File: config.mk
export PLATFORM = sky130hd
export DESIGN_NAME = ahb_lite_master
export DESIGN_NICKNAME = d
export VERILOG_FILES = /design/src/rtl/ahb_lite_master.sv
export SDC_FILE = /design/constraint.sdc
export NUM_CORES = 1
export LEC_CHECK = 0
export CAP_MARGIN = 15
export CORE_ASPECT_RATIO = 1.1
export CORE_MARGIN = 2
export CORE_UTILIZATION = 40
export CTS_BUF_LIST = sky130_fd_sc_hd__clkbuf_8
export DETAILED_ROUTE_END_ITERATION = 6
export PLACE_DENSITY = 0.74
export SLEW_MARGIN = 0
export SYNTH_ARGS = -nofsm -noshare
export SYNTH_HDL_FRONTEND = slang
export SYNTH_SLANG_ARGS = --single-unit
File: constraint.sdc
create_clock -name hclk -period 2 [get_ports hclk]
set_input_delay 0.3 -clock hclk [delete_from_list [all_inputs] [get_ports hclk]]
set_output_delay 0.3 -clock hclk [all_outputs]
set_load 0.02 [all_outputs]
File: src/rtl/ahb_lite_master.sv
// ahb_lite_master: single-outstanding AHB-Lite master bridge.
// Converts core load/store/fetch requests into one NONSEQ transfer each and
// returns a one-cycle response pulse with read data or an error flag.
// Optional build macro: AHB_MASTER_ALIGN_CHECK_EN rejects misaligned or
// reserved-size requests locally, without issuing a bus transfer.
module ahb_lite_master (
  input  logic        hclk,
  input  logic        hresetn,
  // core request side
  input  logic        req_valid,
  output logic        req_ready,
  input  logic        req_write,
  input  logic        req_fetch,
  input  logic [31:0] req_addr,
  input  logic [1:0]  req_size,
  input  logic [31:0] req_wdata,
  // core response side
  output logic        rsp_valid,
  output logic        rsp_err,
  output logic [31:0] rsp_rdata,
  // AHB-Lite master side
  output logic [31:0] haddr,
  output logic [1:0]  htrans,
  output logic        hwrite,
  output logic [2:0]  hsize,
  output logic [3:0]  hprot,
  output logic [31:0] hwdata,
  input  logic [31:0] hrdata,
  input  logic        hready,
  input  logic        hresp
);

  typedef enum logic [1:0] {
    S_IDLE = 2'b00,
    S_ADDR = 2'b01,
    S_DATA = 2'b10,
    S_ERR  = 2'b11
  } state_t;

  localparam logic [1:0] HTRANS_IDLE   = 2'b00;
  localparam logic [1:0] HTRANS_NONSEQ = 2'b10;

  state_t      state, state_next;
  logic [31:0] wdata_q;     // store data parked until the data phase starts
  logic        misaligned;  // request would be rejected without a bus transfer
  logic        start_xfer;  // accept a request and launch its address phase
  logic        reject;      // accept a request and fail it locally
  logic        addr_done;   // address phase completes on this edge
  logic        rsp_ok;      // transfer completes successfully on this edge
  logic        rsp_bad;     // transfer completes with an error on this edge

  // Local rejection of misaligned accesses and the reserved size encoding.
`ifdef AHB_MASTER_ALIGN_CHECK_EN
  always_comb begin
    misaligned = (req_size == 2'b11) ||
                 (req_size == 2'b01 && req_addr[0]) ||
                 (req_size == 2'b10 && req_addr[1:0] != 2'b00);
  end
`else
  assign misaligned = 1'b0;
`endif

  // State register.
  always_ff @(posedge hclk or negedge hresetn) begin
    if (!hresetn) begin
      state <= S_IDLE;
    end else begin
      // NOTE: non-blocking assignment for every flop so all registers update
      // from the same pre-edge values regardless of block ordering.
      state <= state_next;
    end
  end

  // Next-state decode and single-cycle control strobes.
  always_comb begin
    // NOTE: every output of this block gets a default first; a path that
    // leaves one unassigned would infer a latch.
    state_next = state;
    req_ready  = 1'b0;
    start_xfer = 1'b0;
    reject     = 1'b0;
    addr_done  = 1'b0;
    rsp_ok     = 1'b0;
    rsp_bad    = 1'b0;
    unique case (state)
      S_IDLE: begin
        req_ready = 1'b1;
        if (req_valid) begin
          if (misaligned) begin
            reject = 1'b1;
          end else begin
            start_xfer = 1'b1;
            state_next = S_ADDR;
          end
        end
      end
      S_ADDR: begin
        if (hready) begin
          addr_done  = 1'b1;
          state_next = S_DATA;
        end
      end
      S_DATA: begin
        if (hresp) begin
          if (hready) begin
            rsp_bad    = 1'b1;
            state_next = S_IDLE;
          end else begin
            state_next = S_ERR;
          end
        end else if (hready) begin
          rsp_ok     = 1'b1;
          state_next = S_IDLE;
        end
      end
      S_ERR: begin
        if (hready) begin
          rsp_bad    = 1'b1;
          state_next = S_IDLE;
        end
      end
      default: state_next = S_IDLE;
    endcase
  end

  // Registered bus outputs, parked store data and the core response.
  always_ff @(posedge hclk or negedge hresetn) begin
    if (!hresetn) begin
      haddr     <= '0;
      htrans    <= HTRANS_IDLE;
      hwrite    <= 1'b0;
      hsize     <= '0;
      hprot     <= '0;
      hwdata    <= '0;
      wdata_q   <= '0;
      rsp_valid <= 1'b0;
      rsp_err   <= 1'b0;
      rsp_rdata <= '0;
    end else begin
      rsp_valid <= rsp_ok | rsp_bad | reject;
      rsp_err   <= rsp_bad | reject;
      if (start_xfer) begin
        haddr   <= req_addr;
        htrans  <= HTRANS_NONSEQ;
        hwrite  <= req_write;
        hsize   <= {1'b0, req_size};
        hprot   <= {3'b000, req_fetch};
        wdata_q <= req_wdata;
      end
      if (addr_done) begin
        htrans <= HTRANS_IDLE;
        hwdata <= wdata_q;
      end
      // hwrite still describes the completing transfer during the data phase.
      if (rsp_ok && !hwrite) begin
        rsp_rdata <= hrdata;
      end
    end
  end

endmodule

==> flow_summary.html <==
<table>
<tr><th>Metric</th><th>Value</th></tr>
<tr><th colspan="2">Layout</th></tr>
<tr><td>Area of combinational cells with multiple inputs</td><td>1840 um2</td></tr>
<tr><td>Antenna diode count</td><td>0</td></tr>
<tr><td>Register area</td><td>3430 um2</td></tr>
<tr><td>Final Non-Filler Cells</td><td>720</td></tr>
<tr><td>Nets</td><td>629</td></tr>
<tr><td>Ratio of cells with drive above 1 in the final layout</td><td>0.319</td></tr>
<tr><td>Total of fill cells in the finished design</td><td>1035</td></tr>
<tr><td>Area delta synth-&gt;final</td><td>47.7%</td></tr>
<tr><th colspan="2">Floorplan</th></tr>
<tr><td>Height of the die</td><td>127 um</td></tr>
<tr><td>Core Box Area</td><td>13300 um2</td></tr>
<tr><td>Std cell rows</td><td>44</td></tr>
<tr><td>Effective utilization at floorplan</td><td>0.414</td></tr>
<tr><td>Die footprint</td><td>14700 um2</td></tr>
<tr><td>Die W</td><td>116 um</td></tr>
<tr><td>Top-level port count</td><td>214</td></tr>
<tr><th colspan="2">Setup path</th></tr>
<tr><td>Arrival time reported for the critical path endpoint</td><td>1.54 ns</td></tr>
<tr><td>Logic depth of the worst register-to-register path</td><td>4</td></tr>
<tr><td>CP endpoint kind</td><td>output port</td></tr>
<tr><td>Critical path launch point</td><td>hwrite$_DFFE_PN0P_</td></tr>
<tr><td>Crit path required time</td><td>1.70 ns</td></tr>
<tr><td>Critical setup path kind</td><td>reg -&gt; out</td></tr>
<tr><td>Cell with the largest stage delay on the worst path</td><td>clkdlybuf4s50_1</td></tr>
<tr><td>Largest fanout on the critical path</td><td>3</td></tr>
<tr><td>Critical path endpoint</td><td>hwrite</td></tr>
<tr><td>Family with the most delay on the worst path</td><td>buffers and inverters</td></tr>
<tr><td>Worst reg-to-reg setup slack</td><td>0.46 ns</td></tr>
<tr><td>RR Endpoint</td><td>haddr[8]$_DFFE_PN0P_</td></tr>
<tr><td>Source of the worst register-to-register timing path</td><td>state[0]$_DFFE_PN0P_</td></tr>
<tr><td>Critical path, cell by cell</td><td>clkdlybuf4s50_1</td></tr>
<tr><td>Setup crit start kind</td><td>flop</td></tr>
<tr><td>Buffers and inverters on the worst path</td><td>1</td></tr>
<tr><td>Maximum single-stage delay on the critical path</td><td>0.67 ns</td></tr>
<tr><td>Stages on the worst setup path</td><td>1</td></tr>
<tr><th colspan="2">Power and ir drop</th></tr>
<tr><td>PD cells</td><td>1690 nW/um2</td></tr>
<tr><td>Leakage power of the design</td><td>0.00356 uW</td></tr>
<tr><td>Worst voltage drop across the vdd grid</td><td>0.817 mV</td></tr>
<tr><th colspan="2">Clock tree</th></tr>
<tr><td>CTS Sinks</td><td>137</td></tr>
<tr><td>Clock tree from TritonCTS</td><td>built</td></tr>
<tr><td>Total setup buffers inserted after CTS</td><td>0</td></tr>
<tr><td>Clock latency reported for the late side of the worst-skew pair</td><td>0.44 ns</td></tr>
<tr><td>Maximum count of clock buffers along a single path</td><td>2</td></tr>
<tr><td>Num CTS Buffers</td><td>17</td></tr>
<tr><td>Root buffer selected by CTS</td><td>clkbuf_8</td></tr>
<tr><td># H-tree levels</td><td>4</td></tr>
<tr><td>CTS clk-pin slew, worst paths</td><td>0.07 ns</td></tr>
<tr><th colspan="2">STA</th></tr>
<tr><td>Min Tclk post-route</td><td>1.84 ns</td></tr>
<tr><td>Setup repair after global routing missed its margin</td><td>false</td></tr>
<tr><td>Final TNS setup</td><td>0 ns</td></tr>
<tr><td>Top achievable clock speed</td><td>543 MHz</td></tr>
<tr><td>Number of setup violations in the final report</td><td>0</td></tr>
<tr><td>Post-route clock skew</td><td>0.00916 ns</td></tr>
<tr><td>Final Slew Violations</td><td>0</td></tr>
<tr><td>Share of the clock period used by the worst path</td><td>0.921</td></tr>
<tr><td>Final number of hold-violating endpoints</td><td>0</td></tr>
<tr><th colspan="2">Synth</th></tr>
<tr><td>Top area cells in the synthesized netlist</td><td>dfrtp_1, mux2_4, mux2_2</td></tr>
<tr><td>Post-Synth XOR/XNOR Area</td><td>0</td></tr>
<tr><td>Dominant combinational cell family by area after synthesis</td><td>multiplexers</td></tr>
<tr><td>Share of synthesized area occupied by flip-flops and latches</td><td>0.622</td></tr>
<tr><td>Number of different library cells in the post-synthesis netlist</td><td>20</td></tr>
<tr><td>Instance count of the mapped netlist</td><td>302</td></tr>
<tr><td>Number of warnings reported in the yosys synthesis log</td><td>0</td></tr>
<tr><td>Avg Synthesized Cell Area</td><td>18.2 um2</td></tr>
<tr><td>Portion of netlist area occupied by mux cells</td><td>0.316</td></tr>
<tr><td>Cell type with the largest total area after synthesis</td><td>dfrtp_1</td></tr>
<tr><td>Dominant cell by count in the synthesized netlist</td><td>dfrtp_1</td></tr>
<tr><td>Compound-Gate Fraction of Synth Area</td><td>0.00454</td></tr>
<tr><td>Fraction of synthesized cell area taken by the top area cell type</td><td>0.622</td></tr>
<tr><td>Basic-gate share of the synthesized area counting and, or, nand and nor cells</td><td>0.0104</td></tr>
<tr><td>Synthesized flop and latch total</td><td>137</td></tr>
<tr><td>Netlist Area Pre-Place</td><td>5510 um2</td></tr>
<tr><td>Async SR Flop Fraction</td><td>1.00</td></tr>
<tr><td>Commonest register cell after synthesis</td><td>dfrtp_1</td></tr>
<tr><td>Adder-cell share of the synthesized area</td><td>0</td></tr>
<tr><td>Number of flops mapped to enable cells by yosys</td><td>0</td></tr>
<tr><td>Most used standard cells in the synthesized netlist</td><td>dfrtp_1, mux2_4, mux2_2</td></tr>
<tr><th colspan="2">Global route</th></tr>
<tr><td>Number of antenna violations at the first check in global routing</td><td>1</td></tr>
<tr><td>First-pass GRT wire length</td><td>19300 um</td></tr>
<tr><td>Maximum number of pins on one net before global-route repair</td><td>58</td></tr>
<tr><td>Number of global-route vias before repair</td><td>3511</td></tr>
<tr><td>Sum of overflow across all layers after global routing</td><td>0</td></tr>
<tr><td>Overall global routing resource usage</td><td>0.174</td></tr>
<tr><th colspan="2">Detailed routing</th></tr>
<tr><td>DRT antenna net count</td><td>0</td></tr>
<tr><td>Starting DRC count in detailed routing</td><td>111</td></tr>
<tr><td>WL per Instance</td><td>16.8 um</td></tr>
<tr><td>Vias after detailed routing</td><td>3291</td></tr>
<tr><td>Drt via density</td><td>4.57</td></tr>
<tr><td>Number of remaining DRC errors</td><td>0</td></tr>
<tr><td>TritonRoute pass-1 iters</td><td>4</td></tr>
<tr><td>Post-Route WL</td><td>12100 um</td></tr>
<tr><th colspan="2">Placement</th></tr>
<tr><td>Post-DP HPWL</td><td>8750 um</td></tr>
<tr><td>GP Congestion</td><td>0.763</td></tr>
<tr><td>DP Cell Count</td><td>688</td></tr>
<tr><td>IO buf count</td><td>208</td></tr>
<tr><th colspan="2">Outcome</th></tr>
<tr><td>Outcome</td><td>finished, final reports clean</td></tr>
<tr><th colspan="2">Worst hold path</th></tr>
<tr><td>Worst hold-check path type</td><td>in -&gt; async</td></tr>
<tr><th colspan="2">Run</th></tr>
<tr><td>Number of maximum-capacitance violations</td><td>0</td></tr>
</table>
==> state kept, by name, summed over array words and instances (netlist names), 2 cells and up <==
register   cells
hsize          2
wdata_q       32
haddr         32
hwdata        32
state          2
rsp_rdata     32
==> layout make-up <==
type / count / area share
clock buffers: 19 / 0.0321
inverters: 2 / 0.000922
well taps: 184 / 0.0283
flip-flops and latches: 137 / 0.421
repair buffers: 218 / 0.275
multi-input cells: 148 / 0.226
clock inverters: 12 / 0.0166
==> worst min-delay path by stage <==
stage                                           end  slack (ns)    start
after floorplan                haddr[0]$_DFFE_PN0P_       0.004  hresetn
after global routing      rsp_rdata[17]$_DFFE_PN0P_        0.35  hresetn
final                     rsp_rdata[13]$_DFFE_PN0P_        0.34  hresetn
after CTS                 rsp_rdata[13]$_DFFE_PN0P_        0.32  hresetn
after global placement    rsp_rdata[13]$_DFFE_PN0P_        0.24  hresetn
after detailed placement  rsp_rdata[13]$_DFFE_PN0P_        0.24  hresetn
==> repair_timing <==
item,in CTS,in global routing
endpoints found under the setup margin,1,0
hold buffers,1,0
hold endpoints to repair,40,0
gates resized for setup,1,0
==> power by group <==
part / internal, uW / switching, uW / total [uW]
logic: 3820 / 2730 / 6550
clock network: 1270 / 1010 / 2270
registers: 4180 / 786 / 4970
==> stage by stage <==
step	util	setup slack [ns]	total power, uW	hold WS, ns	instance area [um2]
2_1_floorplan	-	0.435	8800	0.00441	5530
3_3_place_gp	0.581	0.171	11500	0.239	7730
3_5_place_dp	0.581	0.119	11700	0.239	7730
4_1_cts	0.611	0.108	14000	0.324	8140
5_1_grt	0.611	0.0730	14500	0.352	8140
6_report	0.611	0.157	13800	0.338	8140
==> cells by family (layout without fill, tap and decap cells) <==
logic type | Yosys count | after routing
flops | 137 | 137
mux | 132 | 132
buf+inv | 21 | 251
simple gates | 7 | 7
compound gates | 4 | 4
other cells | 1 | 5
==> layout by cell type (no fill, tap or decap) <==
cell type	instances
clkdlybuf4s50_1	206
dfrtp_1	137
mux2_4	68
mux2_2	62
clkbuf_8	19
inv_1	6
buf_12	6
conb_1	5
clkinv_2	3
bufinv_16	3
buf_4	3
nor2_1	2
mux2_1	2
clkinvlp_4	2
nand2_1	1
nor2_2	1
and2_4	1
a21oi_1	1
o21bai_1	1
nor4_4	1
nand3_2	1
a21o_1	1
o21ai_0	1
dlygate4sd3_1	1
buf_6	1
dlygate4sd2_1	1
==> metal layers <==
| metal | vias up | routed length (um) | track usage |
|---|---|---|---|
| li1 | 1491 | - | - |
| met1 | 1641 | 4970 | 0.206 |
| met2 | 142 | 5870 | 0.282 |
| met3 | 17 | 1060 | 0.0707 |
| met4 | 0 | 227 | 0.0707 |
| met5 | - | 0 | 0 |
Power figures use the tool's default switching activity.
